## src/rtl/ets_phase_sweep.sv

```systemverilog
// Equivalent-time phase sweep: steps the MMCM fine phase and emits a per-step ones-count histogram.
// Optional ETS_SWEEP_RETURN_EN: shift back to the starting phase after the last beat.
module ets_phase_sweep #(
    parameter int NUM_CH      = 1,
    parameter int STEP_W      = 10,
    parameter int SAMP_W      = 8,
    parameter int SETTLE_CYC  = 4,
    parameter int TIMEOUT_CYC = 1024
) (
    input  logic                           free_run_clk,
    input  logic                           reset,
    input  logic                           start,
    input  logic                           abort,
    input  logic [STEP_W-1:0]              cfg_steps,
    input  logic [SAMP_W-1:0]              cfg_samples,
    input  logic                           cfg_dir,
    input  logic [NUM_CH-1:0]              cmp_data,
    output logic                           ps_en,
    output logic                           ps_incdec,
    input  logic                           ps_done,
    output logic                           res_valid,
    input  logic                           res_ready,
    output logic [STEP_W-1:0]              res_step,
    output logic [NUM_CH*(SAMP_W+1)-1:0]   res_count,
    output logic                           busy,
    output logic                           done,
    output logic                           err_timeout
);

    localparam int CNT_W    = SAMP_W + 1;
    localparam int WAIT_MAX = (TIMEOUT_CYC > SETTLE_CYC) ? TIMEOUT_CYC : SETTLE_CYC;
    localparam int WAIT_W   = $clog2(WAIT_MAX + 1);

`ifdef ETS_SWEEP_RETURN_EN
    localparam bit RETURN_EN = 1'b1;
`else
    localparam bit RETURN_EN = 1'b0;
`endif

    typedef enum logic [2:0] {IDLE, SAMPLE, EMIT, SHIFT, WAIT_DONE, SETTLE} state_t;

    state_t                          state;
    logic [STEP_W-1:0]               steps_q;
    logic [STEP_W-1:0]               ret_left;
    logic [SAMP_W-1:0]               last_samp;
    logic [SAMP_W-1:0]               samp_cnt;
    logic                            dir_q;
    logic                            abort_pend;
    logic                            returning;
    logic [WAIT_W-1:0]               wait_cnt;
    logic [NUM_CH-1:0][CNT_W-1:0]    counts;

    assign res_count = counts;

    always_ff @(posedge free_run_clk) begin
        if (reset) begin
            state       <= IDLE;
            steps_q     <= '0;
            ret_left    <= '0;
            last_samp   <= '0;
            samp_cnt    <= '0;
            dir_q       <= 1'b0;
            abort_pend  <= 1'b0;
            returning   <= 1'b0;
            wait_cnt    <= '0;
            counts      <= '0;
            ps_en       <= 1'b0;
            ps_incdec   <= 1'b0;
            res_valid   <= 1'b0;
            res_step    <= '0;
            busy        <= 1'b0;
            done        <= 1'b0;
            err_timeout <= 1'b0;
        end else begin
            ps_en <= 1'b0;
            done  <= 1'b0;
            case (state)
                IDLE: begin
                    if (start && !abort && cfg_steps != '0) begin
                        steps_q     <= cfg_steps;
                        // cfg_samples==0 wraps to all-ones, i.e. 2**SAMP_W samples
                        last_samp   <= cfg_samples - SAMP_W'(1);
                        dir_q       <= cfg_dir;
                        err_timeout <= 1'b0;
                        abort_pend  <= 1'b0;
                        returning   <= 1'b0;
                        res_step    <= '0;
                        samp_cnt    <= '0;
                        counts      <= '0;
                        busy        <= 1'b1;
                        state       <= SAMPLE;
                    end
                end
                SAMPLE: begin
                    if (abort) begin
                        busy  <= 1'b0;
                        state <= IDLE;
                    end else begin
                        for (int i = 0; i < NUM_CH; i++)
                            counts[i] <= counts[i] + CNT_W'(cmp_data[i]);
                        samp_cnt <= samp_cnt + SAMP_W'(1);
                        if (samp_cnt == last_samp) begin
                            res_valid <= 1'b1;
                            state     <= EMIT;
                        end
                    end
                end
                EMIT: begin
                    if (abort) begin
                        res_valid <= 1'b0;
                        busy      <= 1'b0;
                        state     <= IDLE;
                    end else if (res_ready) begin
                        res_valid <= 1'b0;
                        if (res_step == steps_q - STEP_W'(1)) begin
                            if (RETURN_EN && steps_q != STEP_W'(1)) begin
                                returning <= 1'b1;
                                ret_left  <= steps_q - STEP_W'(1);
                                ps_en     <= 1'b1;
                                ps_incdec <= ~dir_q;
                                wait_cnt  <= '0;
                                state     <= SHIFT;
                            end else begin
                                done  <= 1'b1;
                                busy  <= 1'b0;
                                state <= IDLE;
                            end
                        end else begin
                            ps_en     <= 1'b1;
                            ps_incdec <= dir_q;
                            wait_cnt  <= '0;
                            state     <= SHIFT;
                        end
                    end
                end
                SHIFT: begin
                    // ps_en is already out; the MMCM must finish before we can leave
                    if (abort) abort_pend <= 1'b1;
                    wait_cnt <= wait_cnt + WAIT_W'(1);
                    state    <= WAIT_DONE;
                end
                WAIT_DONE: begin
                    wait_cnt <= wait_cnt + WAIT_W'(1);
                    if (abort) abort_pend <= 1'b1;
                    if (ps_done) begin
                        if (abort_pend || abort) begin
                            busy  <= 1'b0;
                            state <= IDLE;
                        end else if (returning) begin
                            if (ret_left == STEP_W'(1)) begin
                                done  <= 1'b1;
                                busy  <= 1'b0;
                                state <= IDLE;
                            end else begin
                                ret_left <= ret_left - STEP_W'(1);
                                ps_en    <= 1'b1;
                                wait_cnt <= '0;
                                state    <= SHIFT;
                            end
                        end else if (SETTLE_CYC == 0) begin
                            res_step <= res_step + STEP_W'(1);
                            samp_cnt <= '0;
                            counts   <= '0;
                            state    <= SAMPLE;
                        end else begin
                            wait_cnt <= '0;
                            state    <= SETTLE;
                        end
                    end else if (wait_cnt == WAIT_W'(TIMEOUT_CYC - 1)) begin
                        err_timeout <= 1'b1;
                        busy        <= 1'b0;
                        state       <= IDLE;
                    end
                end
                SETTLE: begin
                    if (abort) begin
                        busy  <= 1'b0;
                        state <= IDLE;
                    end else if (wait_cnt == WAIT_W'(SETTLE_CYC - 1)) begin
                        res_step <= res_step + STEP_W'(1);
                        samp_cnt <= '0;
                        counts   <= '0;
                        state    <= SAMPLE;
                    end else begin
                        wait_cnt <= wait_cnt + WAIT_W'(1);
                    end
                end
                default: state <= IDLE;
            endcase
        end
    end

endmodule

```

## config.mk

```make
export PLATFORM = sky130hd
export DESIGN_NAME = ets_phase_sweep
export DESIGN_NICKNAME = d
export VERILOG_FILES = /design/src/rtl/ets_phase_sweep.sv
export SDC_FILE = /design/constraint.sdc
export NUM_CORES = 1
export LEC_CHECK = 0
export BUFFER_PORTS_ARGS = -buffer_cell sky130_fd_sc_hd__buf_2
export CORE_ASPECT_RATIO = 0.5
export CORE_UTILIZATION = 30
export DETAILED_ROUTE_END_ITERATION = 8
export GPL_ROUTABILITY_DRIVEN = 0
export PLACE_DENSITY = 0.53
export SYNTH_ARGS = -nofsm -noshare
export SYNTH_HDL_FRONTEND = slang
export SYNTH_SLANG_ARGS = --single-unit
```

## constraint.sdc

```tcl
create_clock -name free_run_clk -period 6.05 [get_ports free_run_clk]
set_clock_uncertainty 0.15 [all_clocks]
set_input_delay 1.21 -clock free_run_clk [delete_from_list [all_inputs] [get_ports free_run_clk]]
set_output_delay 1.21 -clock free_run_clk [all_outputs]
set_load 0.01 [all_outputs]
```

[Word-level counts from Yosys, hierarchy flattened]
Cells that the tools add are included.
Operators by class
  add/subtract/negate cells: 6
  equality and inequality tests: 28
  muxes and demuxes: 56
  bitwise logic cells: 4
  reductions and logical operators: 26
Operator list (number)
  $mux 11: 7
  $pmux 11 s4: 1
  $mux 9: 4
  $mux 8: 4
  $mux 10: 3
  $mux 3: 10
  $pmux 9 s3: 1
  $pmux 8 s3: 1
  $ne 2x2->1 const B: 11
  $pmux 10 s2: 1
  $mux 1: 18
  $ne 3x3->1 const B: 6
  $pmux 3 s6: 1
  $reduce_and 4->1: 4
  $add 11x1->11 const B: 1
  $eq 11x10->1 const B: 1
  $eq 11x2->1 const B: 1
  $add 10x1->10 const B: 1
  $eq 10x10->1: 1
  $reduce_and 5->1: 2
  $reduce_bool 10->1: 1
  $sub 10x1->10 const B: 1
  $add 9x1->9: 1
  $add 8x1->8 const B: 1
  23 further kinds: 37
Word-level totals
  register bits after elaboration: 67
  input bits: 26
  word-level logic and storage cells: 135

[Logic depth before layout (Yosys ltp)]
  word-level depth: 6
  mapped depth: 10
  mapped depth without buffers: 9

[Least setup slack after synthesis]
Ideal clock, no wire load.
  path type: input to register
  start point: in cfg_steps[0]
  end point: reg state[1]
  library setup time: 0.132 ns
  data arrival time: 2.784 ns
  required time: 5.768 ns
  path slack: 2.984 ns
  cell stages on the path: 7
  cells stage by stage: nor4_1 a31oi_1 a2111oi_0 a211o_1 nor2b_1 o21ai_0 a21oi_1
Between the ends
  cells in the longest elaborated chain, start to end: 4
RTL lines
  start, declared: line 14  | input logic [STEP_W-1:0] cfg_steps,
  $reduce_bool 10->1: line 79  | if (start && !abort && cfg_steps != '0) begin
  $logic_and 1x1->1: line 79
  $ne 2x2->1 (no source line)
  $reduce_and 5->1 (no source line)
  end signal, assigned: line 91  | state <= SAMPLE;
  end signal, assigned: line 97  | state <= IDLE;
  end signal, assigned: line 104  | state <= EMIT;
  end, declared: line 42  | state_t state;
No other way between the ends.
A chain may end at the register's enable or synchronous reset.

[Worst setup path after layout]
  start point: in cfg_steps[0]
  end point: reg res_step[5]
Between the ends
  cells in the longest elaborated chain, start to end: 4
RTL lines
  $reduce_bool 10->1: line 79
  $logic_and 1x1->1: line 79
  $ne 2x2->1 (no source line)
  $reduce_and 4->1 (no source line)
  end signal, assigned: line 161  | res_step <= res_step + STEP_W'(1);
  end signal, assigned: line 180  | res_step <= res_step + STEP_W'(1);
  end, declared: line 23  | output logic [STEP_W-1:0] res_step,
No other way between the ends.

==> impl_metrics.csv <==
group,metric,value,unit
cells_and_area,syn_to_final_growth,19.08,%
synth,synth_edf_count,0,
timing,rsz0062_at_grt,"no",
routing,routed_via_density,4.881,
cells_and_area,layout_commonest_cell,"dfxtp_1",
cts,clk_latency,0.33,ns
cells_and_area,finalInstanceArea,4358,µm²
die,fp-row-count,28,
critical_path,cp_common_cell,"nor2_1",
critical_path,cp-start-kind,"input pin",
run_status,status,"complete, no violations",
cells_and_area,layout_common_cells,"dfxtp_1 (67), nor2_1 (64), nand2_1 (52)",
routing,drc,0,
critical_path,endpoint_kind,"register",
synth,syn_avg_cell_area,8.097,µm²
pwr,ir_drop,0.1194,mV
timing,hold_viol_final,0,
timing,period_share,58.18,%
place,port-buffer-count,50,
timing,max_slew.worst_pin.slew,0.9391,ns
cts,cts_root_buf,"clkbuf_16",
synth,synth-seq-cells,67,
place,place_hpwl,6.378,mm
cts,post_cts_resized,0,
global_route,antenna_found_initial,0,
timing,tns,0,ns
worst_hold_path,hold_start,"abort_pend$_SDFFE_PP0P_",
place,postPlaceCellArea,4049,µm²
timing,finalSetupViolations,0,
global_route,grt_max_degree,53,
critical_path,crit_buf_inv,2,
critical_path,crit_start,"cfg_steps[0]",
die,io_pins,51,
critical_path,path_cells,"buf_2 -> nor4_1 -> a311oi_4 -> buf_4 -> a41oi_2 -> nor2_1 -> and4_1 -> xnor2_1 -> nor2_1",
synth,synth.area.top_cells,"dfxtp_1 (37%), xor2_1 (7.2%), nor2_1 (6.6%)",
synth,synth_top_area_share,36.65,%
synth,synth_ff_type,"dfxtp_1",
routing,vias,3241,
global_route,track_usage,14.94,%
die,die_x,158.2,µm
synth,async_reset_ff_share,0,%
cts,post_cts_buffers,0,
critical_path,path_max_fanout,32,
cells_and_area,nNetsFinal,527,
global_route,overflow,0,
cts,cts_tree,"built",
pwr,p_total,1.127,mW
cts,ctsLongestPathBuffers,2,
critical_path,cpPeakStageDelay,0.79,ns
synth,ys_warn_count,0,
global_route,grt_pass1_wl,14.67,mm
routing,first_pass_iters,4,
critical_path,critical_path_arrival,3.57,ns
synth,synth_area,3660,µm²
cts,cts_made_buffers,9,
cells_and_area,drive_gt1_share,15.43,%
worst_hold_path,hold_class,"reg -> reg",
pwr,total_leakage_power,1.731,nW
critical_path,cp_top_family,"simple AND/OR/NAND/NOR gates",
timing,period_needed,3.520,ns
die,start_util,30.91,%
routing,routedWlPerCell,13.30,µm
synth,syn-num-nets,485,
critical_path,critPathRequiredTime,6.10,ns
critical_path,crit_type,"in -> reg",
pwr,power_density,258.5,nW/µm²
cts,clock_sinks,67,
routing,totalWireLength,8.833,mm
cts,clk_pin_slew_worst_paths,0.05,ns
die,die-area,12670,µm²
die,dieHeight,80.10,µm
global_route,grt_pass1_vias,2981,
routing,antenna_left,0,
critical_path,timing.rr.start,"steps_q[0]$_SDFFE_PP0P_",
cts,htreeDepth,3,
routing,drt_iter0_drc,113,
synth,netlist_instances,452,
synth,yosys.area.top_type,"dfxtp_1",
cells_and_area,diodes,0,
timing,slew_headroom,37.02,%
timing,finalMaxSlewViolations,0,
synth,ys_types,63,
die,coreArea,11840,µm²
critical_path,cp_slowest_cell,"nor4_1",
run,max-cap-violations,0,
synth,ys_seq_area_share,36.65,%
cts,postCtsHoldBufs,0,
timing,max_freq,0.2841,GHz
metal layers:
metal | track usage [%] | vias to the layer above | share of wire, %
met4 | 4.904 | 0 | 1.0
li1 | - | 1690 | -
met1 | 20.93 | 1498 | 54
met3 | 3.724 | 8 | 3.0
met2 | 22.15 | 45 | 42
met5 | 0 | - | 0
area by class of cell:
type,count,area (µm²)
clock buffers,10,229.0
clock inverters,6,80.08
fillers,1258,7483
inverters,13,48.80
multi-input cells,351,2187
flip-flops and latches,67,1341
well taps,165,206.4
repair buffers,52,265.3
through the flow:
step | std cells | hold WS (ns) | util, % | setup WS [ns]
2_1_floorplan | 452 | 0.2759 | - | 2.984
3_3_place_gp | 648 | 0.2887 | 34.19 | 2.243
3_5_place_dp | 648 | 0.2941 | 34.19 | 2.193
4_1_cts | 664 | 0.3025 | 36.80 | 2.537
5_1_grt | 664 | 0.3421 | 36.80 | 2.376
6_report | 664 | 0.3005 | 36.80 | 2.530
power by group:
part           internal [mW]  switching (mW)  leakage, nW  total [mW]
clock                  0.358           0.191        0.156       0.549
combinational         0.0447          0.0665         1.03       0.111
sequential             0.452          0.0141        0.543       0.466
total                  0.855           0.272         1.73        1.13
final timing paths:
| path | to | slack [ns] | cells after the start |
|---|---|---|---|
| max | res_step[5]$_SDFFE_PP0P_ | 2.53 | 9 |
| min | abort_pend$_SDFFE_PP0P_ | 0.30 | 2 |
| max reg2reg | wait_cnt[1]$_SDFFE_PP0P_ | 2.87 | 9 |
| min reg2reg | abort_pend$_SDFFE_PP0P_ | 0.30 | 2 |
cell usage after synthesis (all sizes together), types with 7 or more instances:
| cell type | number |
|---|---|
| nor2 | 64 |
| inv | 13 |
| nand2 | 52 |
| nor3 | 8 |
| a21oi | 32 |
| nor4 | 11 |
| dfxtp | 67 |
| clkbuf | 17 |
| a211oi | 7 |
| xnor2 | 17 |
| nand3 | 15 |
| xor2 | 30 |
| ha | 7 |
| nand4 | 14 |
registers in the layout, summed over array words and instances, names as in the netlist:
signal / count
dir_q: 1
res_step: 10
err_timeout: 1
abort_pend: 1
state: 3
busy: 1
last_samp: 8
samp_cnt: 8
ps_incdec: 1
done: 1
res_valid: 1
res_count: 9
wait_cnt: 11
ps_en: 1
steps_q: 10
worst min-delay path, stage by stage, from the launching register on:
cell and delay, ns:
dfxtp_1 0.31, inv_1 0.05, a21oi_1 0.05
logic make-up (layout without fill, tap and decap cells):
kind of cell             count (synthesis)  after routing  share of synthesized area, %
multiplexers                             5              5                         1.402
AO/OA/AOI/OAI                           82             82                         15.69
flip-flops                              67             67                         36.65
adder cells (fa/ha/maj)                  7              7                         2.393
XOR/XNOR                                47             47                         11.25
buffers and inverters                   34             81                         3.590
AND/OR/NAND/NOR                        210            210                         29.03
Note: power is estimated with default switching activity, not from simulation.
